`config.mk`:
```
export PLATFORM = sky130hd
export DESIGN_NAME = kyber_in_packer
export DESIGN_NICKNAME = d
export VERILOG_FILES = /design/src/rtl/kyber_in_packer.sv
export SDC_FILE = /design/constraint.sdc
export NUM_CORES = 1
export LEC_CHECK = 0
export CORE_MARGIN = 2
export CORE_UTILIZATION = 45
export DETAILED_ROUTE_END_ITERATION = 8
export PLACE_DENSITY = 0.74
export SKIP_LAST_GASP = 1
export SYNTH_ARGS = -nofsm -noshare
export SYNTH_HDL_FRONTEND = slang
export SYNTH_SLANG_ARGS = --single-unit
```
`constraint.sdc`:
```
create_clock -name reg_clk -period 11.8 [get_ports reg_clk]
set_clock_uncertainty 0.05 [all_clocks]
set_input_delay 1.77 -clock reg_clk [delete_from_list [all_inputs] [get_ports reg_clk]]
set_output_delay 1.77 -clock reg_clk [all_outputs]
set_load 0.03 [all_outputs]
```
`src/rtl/kyber_in_packer.sv`:
```
// ============================================================================
//  Module   : kyber_in_packer
//  Purpose  : Packs a 32-bit host word stream into 128-bit lines and writes
//             them to the Kyber input BRAM at the mode-dependent line offset
//             that kyber_wrapper reads from.
//  Options  : KYBER_PACK_CHECKSUM_EN - enables the running XOR checksum of
//             accepted words; otherwise checksum is tied to zero.
//  Revision : 1.0 - initial release
// ============================================================================
`default_nettype none

module kyber_in_packer #(
  parameter logic [7:0] BASE_KEYGEN = 8'd52,
  parameter logic [7:0] BASE_ENC    = 8'd0,
  parameter logic [7:0] BASE_DEC    = 8'd54
) (
  input  logic         reg_clk,
  input  logic         reg_rst,
  input  logic         arm,
  input  logic [1:0]   mode,
  input  logic         abort,
  input  logic         s_valid,
  output logic         s_ready,
  input  logic [31:0]  s_data,
  output logic [7:0]   bram_addr,
  output logic         bram_en,
  output logic [15:0]  bram_we,
  output logic [127:0] bram_wrdata,
  output logic         busy,
  output logic         done,
  output logic         err,
  output logic [7:0]   lines_written,
  output logic [31:0]  checksum
);

  typedef enum logic [0:0] {
    ST_IDLE = 1'b0,
    ST_FILL = 1'b1
  } state_t;

  state_t         state_q, state_d;

  logic [1:0]     word_idx_q;
  logic [7:0]     line_addr_q;
  logic [7:0]     target_q;
  logic [7:0]     lines_written_q;
  logic [95:0]    line_q;          // words 0..2 of the line being assembled
  logic [7:0]     bram_addr_q;
  logic           bram_en_q;
  logic [15:0]    bram_we_q;
  logic [127:0]   bram_wrdata_q;
  logic           done_q;
  logic           err_q;

  logic           w_start;
  logic           w_bad_arm;
  logic           w_hs;
  logic           w_last;
  logic [7:0]     w_base;
  logic [7:0]     w_target;

  // Per-mode first line and number of lines to fill.
  always_comb begin
    w_base   = BASE_DEC;
    w_target = 8'd96;
    case (mode)
      2'd0: begin w_base = BASE_KEYGEN; w_target = 8'd2;  end
      2'd1: begin w_base = BASE_ENC;    w_target = 8'd54; end
      default: begin w_base = BASE_DEC; w_target = 8'd96; end
    endcase
  end

  // Next-state logic: arm/abort handling and word handshakes.
  always_comb begin
    state_d   = state_q;
    w_start   = 1'b0;
    w_bad_arm = 1'b0;
    w_hs      = 1'b0;
    w_last    = 1'b0;
    case (state_q)
      ST_IDLE: begin
        // abort in the same cycle suppresses the arm entirely
        if (arm && !abort) begin
          if (mode == 2'd3) begin
            w_bad_arm = 1'b1;
          end else begin
            w_start = 1'b1;
            state_d = ST_FILL;
          end
        end
      end
      ST_FILL: begin
        if (abort) begin
          state_d = ST_IDLE;
        end else if (s_valid) begin
          w_hs = 1'b1;
          if (word_idx_q == 2'd3 && lines_written_q == target_q - 8'd1) begin
            w_last  = 1'b1;
            state_d = ST_IDLE;
          end
        end
      end
      default: state_d = ST_IDLE;
    endcase
  end

  // State register.
  always_ff @(posedge reg_clk or posedge reg_rst) begin
    if (reg_rst) state_q <= ST_IDLE;
    else         state_q <= state_d;
  end

  // Datapath: word packing, line write strobe and counters.
  always_ff @(posedge reg_clk or posedge reg_rst) begin
    if (reg_rst) begin
      word_idx_q      <= 2'd0;
      line_addr_q     <= 8'd0;
      target_q        <= 8'd0;
      lines_written_q <= 8'd0;
      line_q          <= 96'd0;
      bram_addr_q     <= 8'd0;
      bram_en_q       <= 1'b0;
      bram_we_q       <= 16'h0000;
      bram_wrdata_q   <= 128'd0;
      done_q          <= 1'b0;
      err_q           <= 1'b0;
    end else begin
      bram_en_q <= 1'b0;
      bram_we_q <= 16'h0000;
      done_q    <= 1'b0;
      err_q     <= w_bad_arm;
      if (w_start) begin
        line_addr_q     <= w_base;
        target_q        <= w_target;
        word_idx_q      <= 2'd0;
        lines_written_q <= 8'd0;
      end
      if (w_hs) begin
        word_idx_q <= word_idx_q + 2'd1;
        case (word_idx_q)
          2'd0: line_q[31:0]  <= s_data;
          2'd1: line_q[63:32] <= s_data;
          2'd2: line_q[95:64] <= s_data;
          default: begin
            // fourth word completes the line: issue the write next cycle
            bram_en_q       <= 1'b1;
            bram_we_q       <= 16'hFFFF;
            bram_addr_q     <= line_addr_q;
            bram_wrdata_q   <= {s_data, line_q};
            line_addr_q     <= line_addr_q + 8'd1;
            lines_written_q <= lines_written_q + 8'd1;
            done_q          <= w_last;
          end
        endcase
      end
    end
  end

`ifdef KYBER_PACK_CHECKSUM_EN
  logic [31:0] checksum_q;

  // Running XOR of accepted words, restarted on each arm.
  always_ff @(posedge reg_clk or posedge reg_rst) begin
    if (reg_rst)      checksum_q <= 32'd0;
    else if (w_start) checksum_q <= 32'd0;
    else if (w_hs)    checksum_q <= checksum_q ^ s_data;
  end

  assign checksum = checksum_q;
`else
  assign checksum = 32'h0;
`endif

  assign s_ready       = (state_q == ST_FILL);
  assign busy          = (state_q == ST_FILL);
  assign bram_addr     = bram_addr_q;
  assign bram_en       = bram_en_q;
  assign bram_we       = bram_we_q;
  assign bram_wrdata   = bram_wrdata_q;
  assign done          = done_q;
  assign err           = err_q;
  assign lines_written = lines_written_q;

endmodule

`default_nettype wire
```
* Yosys cells after proc, flatten, opt, wreduce, memory -nomap -nowiden
Cells that the tools add are included.
** Operators by class
- Equality and inequality tests :: 6
- Muxes and demuxes :: 33
- Add/sub/neg operators :: 4
- Reductions and logical operators :: 11
- Bitwise logic cells :: 2
** Operator list (count)
- $mux 8 :: 6
- $mux 16 :: 2
- $mux 1 :: 20
- $add 8x1->8 const B :: 2
- $pmux 7 s2 :: 1
- $pmux 6 s2 :: 1
- $eq 8x8->1 :: 1
- $reduce_and 2->1 :: 4
- $sub 8x1->8 const B :: 1
- $eq 2x2->1 const B :: 3
- $eq 2x1->1 const B :: 2
- $logic_not 2->1 :: 2
- $mux 2 :: 2
- $reduce_or 3->1 :: 1
- $add 2x1->2 const B :: 1
- $logic_and 1x1->1 :: 2
- $not 1->1 :: 2
- $pmux 1 s2 :: 1
- $reduce_bool 2->1 :: 1
- $logic_not 1->1 :: 1
** Storage, ports and cells
- Output and inout port bits :: 197
- Input port bits :: 39
- Register bits after elaboration :: 278

* Depth between registers and ports, before layout
- Depth in word-level cells :: 9
- Mapped depth :: 7
- Mapped depth without buffers :: 6

* Least setup slack after synthesis
OpenSTA, ideal clock, no wires.
- Kind :: input-to-reg
- Start :: in abort
- End :: reg line_q[0]
- Stages :: 6
- Arrival time :: 2.808 ns
- Path buffers :: 2
- Slack :: 8.814 ns
- Path through :: and2b_1 and2_1 buf_4 nand2_4 buf_6 mux2_1
** On the way
- Cells in the longest elaborated chain, start to end :: 3
** Ends and longest elaborated chain
- start, declared :: line 21 : input logic abort,
- $mux 1 :: line 93 : if (abort) begin
- $mux 1 :: line 80 : case (state_q)
- $reduce_and 2->1 (no source line)
- end signal, assigned :: line 141 : 2'd0: line_q[31:0] <= s_data;
- end, declared :: line 47 : logic [95:0] line_q;
Every way passes these cells.
A chain may end at the register's enable or synchronous reset.

* Worst setup path after layout
- Start :: in abort
- End :: reg line_addr_q[5]
** On the way
- Cells in the longest elaborated chain, start to end :: 7
** Ends and longest elaborated chain
- $logic_not 1->1 :: line 83 : if (arm && !abort) begin
- $logic_and 1x1->1 :: line 83
- $mux 1 :: line 83
- $mux 1 :: line 80
- $mux 8 :: line 132 : if (w_start) begin
- $mux 8 :: line 140 : case (word_idx_q)
- $mux 8 * :: line 138 : if (w_hs) begin
- end signal, assigned :: line 133 : line_addr_q <= w_base;
- end signal, assigned :: line 150 : line_addr_q <= line_addr_q + 8'd1;
- end, declared :: line 44 : logic [7:0] line_addr_q;
Every way passes the cells marked *; elsewhere a longest branch is shown, timed or not.

==> results by group <==
Floorplan
  • Die Wd: between 150 and 200 µm
  • Area of the die: about 25000 µm²
  • Number of core rows: 55
  • Core area: between 20000 and 25000 µm²
  • Initial cell density of the core: between 40% and 50%
  • Die extent in y: about 160 µm
  • Top Ports: about 240

Synth
  • Per-instance average area after synthesis: between 10 and 15 µm²
  • Share of synthesized area occupied by flip-flops and latches: between 60% and 70%
  • Predominant post-synthesis flop cell: dfrtp_1
  • Synth async-reset ratio: 100%
  • EDFF count, synth: 0
  • Post-synthesis sequential element count: 258
  • Fraction of post-synthesis cell area in the top cell type by area: 61.7%
  • Number of different library cells in the post-synthesis netlist: 40
  • Largest cells by area after synthesis: dfrtp_1, nand2_1, mux2_1
  • Library cell with the largest summed area after synthesis: dfrtp_1
  • Synth Instances: 975
  • Post-synth design cell area: around 10000 µm²
  • Yosys warns: 0

Finish
  • Highest-count cells in the layout ignoring fill and taps: nand2_1, dfrtp_1, clkdlybuf4s50_1, mux2_1, mux2_2
  • Antenna Cells: 0
  • Utilization after layout: approximately three fifths
  • Leading cell type in the layout, fill and taps excluded: nand2_1
  • Area Growth Syn to Fin: 26.5%
  • Share of post-route cells with drive strength above 1: just over 7%
  • Final std cell area, no fill: between 10000 and 15000 µm²
  • Number of filler cells placed in the layout: 1889
  • Final layout net count: 1200

Setup path
  • Element type at the critical path start: input port
  • Worst EP arrival: between 4000 and 5000 ps
  • Cell seen most often among critical-path stages: buf_4
  • Largest stage delay on the critical path: 720 ps
  • Kind of cell adding the most delay to the critical path: buffers and inverters
  • Cell with the largest stage delay on the worst path: buf_4
  • Kind of critical path: in -> reg
  • Crit-path max FO: 75
  • Series of cell instances along the critical path: clkdlybuf4s50_1 -> nand4b_4 -> buf_4 -> buf_4 -> a31oi_1 -> o21ai_0 -> o311ai_0
  • Worst setup path startpoint: abort
  • Critical path required time: around 12000 ps
  • Reg-to-reg critical path startpoint: word_idx_q[0]
  • Kind of end point of the critical path: flop
  • Count of buffer and inverter cells on the critical path: 3

Routing
  • DR vias/cell: 4.90
  • Via count of the routed design: around 7000
  • Remaining DRCs: 0
  • Routed wire length: around 23 mm
  • DR iter-0 viols: 363
  • Routed wire per std cell: approximately 16 µm
  • Number of routed nets with antenna violations: 0
  • First-pass DRT Iterations: 4

Timing
  • Number of setup violations in the final report: 0
  • Worst-Margin Slew: around 960 ps
  • Normalized max-slew margin: a little over a third
  • Final setup TNS: 0 ps
  • Clock period minus worst slack: 3980 ps
  • Count of pins over their slew limit: 0
  • Setup repair after global routing missed its margin: false
  • Part of the cycle the worst path needs: around 34%
  • Achievable clock frequency: around 250 MHz
  • Hold Vio Cnt, Final: 0

Worst hold path
  • Class of the tightest hold or removal check: reg -> reg
  • Beginning of the worst hold path: line_q[16]

Clocking
  • TritonCTS Sinks: 258
  • Clock input transition at the sequential cells of the worst setup and hold paths: 60 ps
  • CTS tree: yes
  • Deepest clock path buffer count: 3
  • Buffer count from post-CTS setup fixing: 0
  • Hold buffer count at CTS: 0
  • H-tree level count: 1
  • Number of gates resized after cts: 0
  • Clock buffers created by TritonCTS: 26
  • Buffer type at the clock tree root: clkbuf_16
  • Latest clock arrival within the worst-skew pair: 520 ps

Place
  • Half-perimeter wire length after placement: 14.3 mm
  • Number of buffer cells added on primary ports: about 200
  • Final GP Congestion: about 0.76
  • Post-DP Area: around 12000 µm²

Global route
  • Largest net degree at the start of global routing: approximately 140
  • Aggregate global routing overflow: 0
  • Total global-route track usage: 18.7%
  • Global-route wire length before repair: 37.1 mm
  • Via count of the first global-routing pass: slightly above 7000
  • Antenna violations before repair: 0

Power and ir drop
  • Leakage power: 6.69 nW
  • Peak ir drop on the vdd network: ~0.09 mV
  • Pwr per Cell Area: approximately 180 nW/µm²

Job
  • Maximum Capacitance Violations: 0

Status
  • Status: complete, no violations
-- state kept, by name (all words and copies together), names as in the netlist --
register / count
done: 1
lines_written: 8
bram_wrdata: 128
busy: 1
line_addr_q: 8
word_idx_q: 2
err: 1
target_q: 4
bram_addr: 8
bram_we: 1
line_q: 96
-- routing by layer --
| metal | up-vias | part of all wire [%] | GRT usage, % |
|---|---|---|---|
| met5 | - | 0 | 0 |
| met4 | 0 | 2.1 | 4.72 |
| met3 | 31 | 5.0 | 3.02 |
| met2 | 201 | 46 | 29.6 |
| met1 | 3502 | 47 | 27.2 |
| li1 | 3384 | - | - |
-- kinds of logic (layout without fill, tap and decap cells) --
family,Yosys count,in the layout,synth area share (%)
other,1,32,0.0358
xor gates and xnor gates,12,12,1.00
muxes,99,99,10.6
adders and majority gates,10,10,1.20
AOI/OAI and AO/OA,28,28,1.77
and+or+nand+nor,470,470,17.7
DFF,258,258,61.7
buffers and inverters,97,259,6.00
-- through the flow --
step / total power (W) / cells / worst slack [ps] / hold WS [ps]
floorplan: 0.00144 / 1006 / 2880 / 383
CTS: 0.00238 / 1453 / 7850 / 411
finish: 0.00235 / 1453 / 7820 / 408
global route: 0.00247 / 1453 / 7560 / 429
detailed placement: 0.00158 / 1408 / 7260 / 396
global placement: 0.00156 / 1408 / 7330 / 392
-- layout make-up --
type                    count  area, µm²  share of cell area [%]
clock buffers              37        743                    5.61
clock inverters             8       70.1                   0.529
inverters                   6       32.5                   0.246
multi-input cells         651       3510                    26.5
flip-flops and latches    258       6460                    48.8
well taps                 285        357                    2.69
repair buffers            208       2070                    15.6
-- power breakdown --
part | total (W) | internal (W) | switching (W) | leakage [nW]
clock | 0.000787 | 0.000458 | 0.000329 | 0.397
sequential | 0.00117 | 0.00107 | 0.000102 | 3.46
combinational | 0.000391 | 0.000187 | 0.000205 | 2.83
-- synth_stat cells (7+ instances only) --
cell type,count
mux2_2,36
clkbuf_1,16
buf_2,16
o21ai_0,10
nor2_1,12
ha_1,10
mux2_1,60
dfrtp_1,258
nand3_1,7
buf_4,53
nand2_1,427
-- worst paths after layout --
path,cells after the start,slack (ps),endpoint
worst max-delay path,7,7820,line_addr_q[5]
worst min-delay path,2,410,bram_wrdata[16]
worst max register to register,7,8770,line_addr_q[5]
worst min register to register,2,410,bram_wrdata[16]
max in group asynchronous,3,8310,bram_wrdata[114]
min in group asynchronous,2,1790,bram_wrdata[121]
-- worst min-delay path, cell delays in order (launching register included) --
cell	delay, ps
dfrtp_1	340
nand2_1	50
nand2_1	50
(Power assumes the default switching activity.)
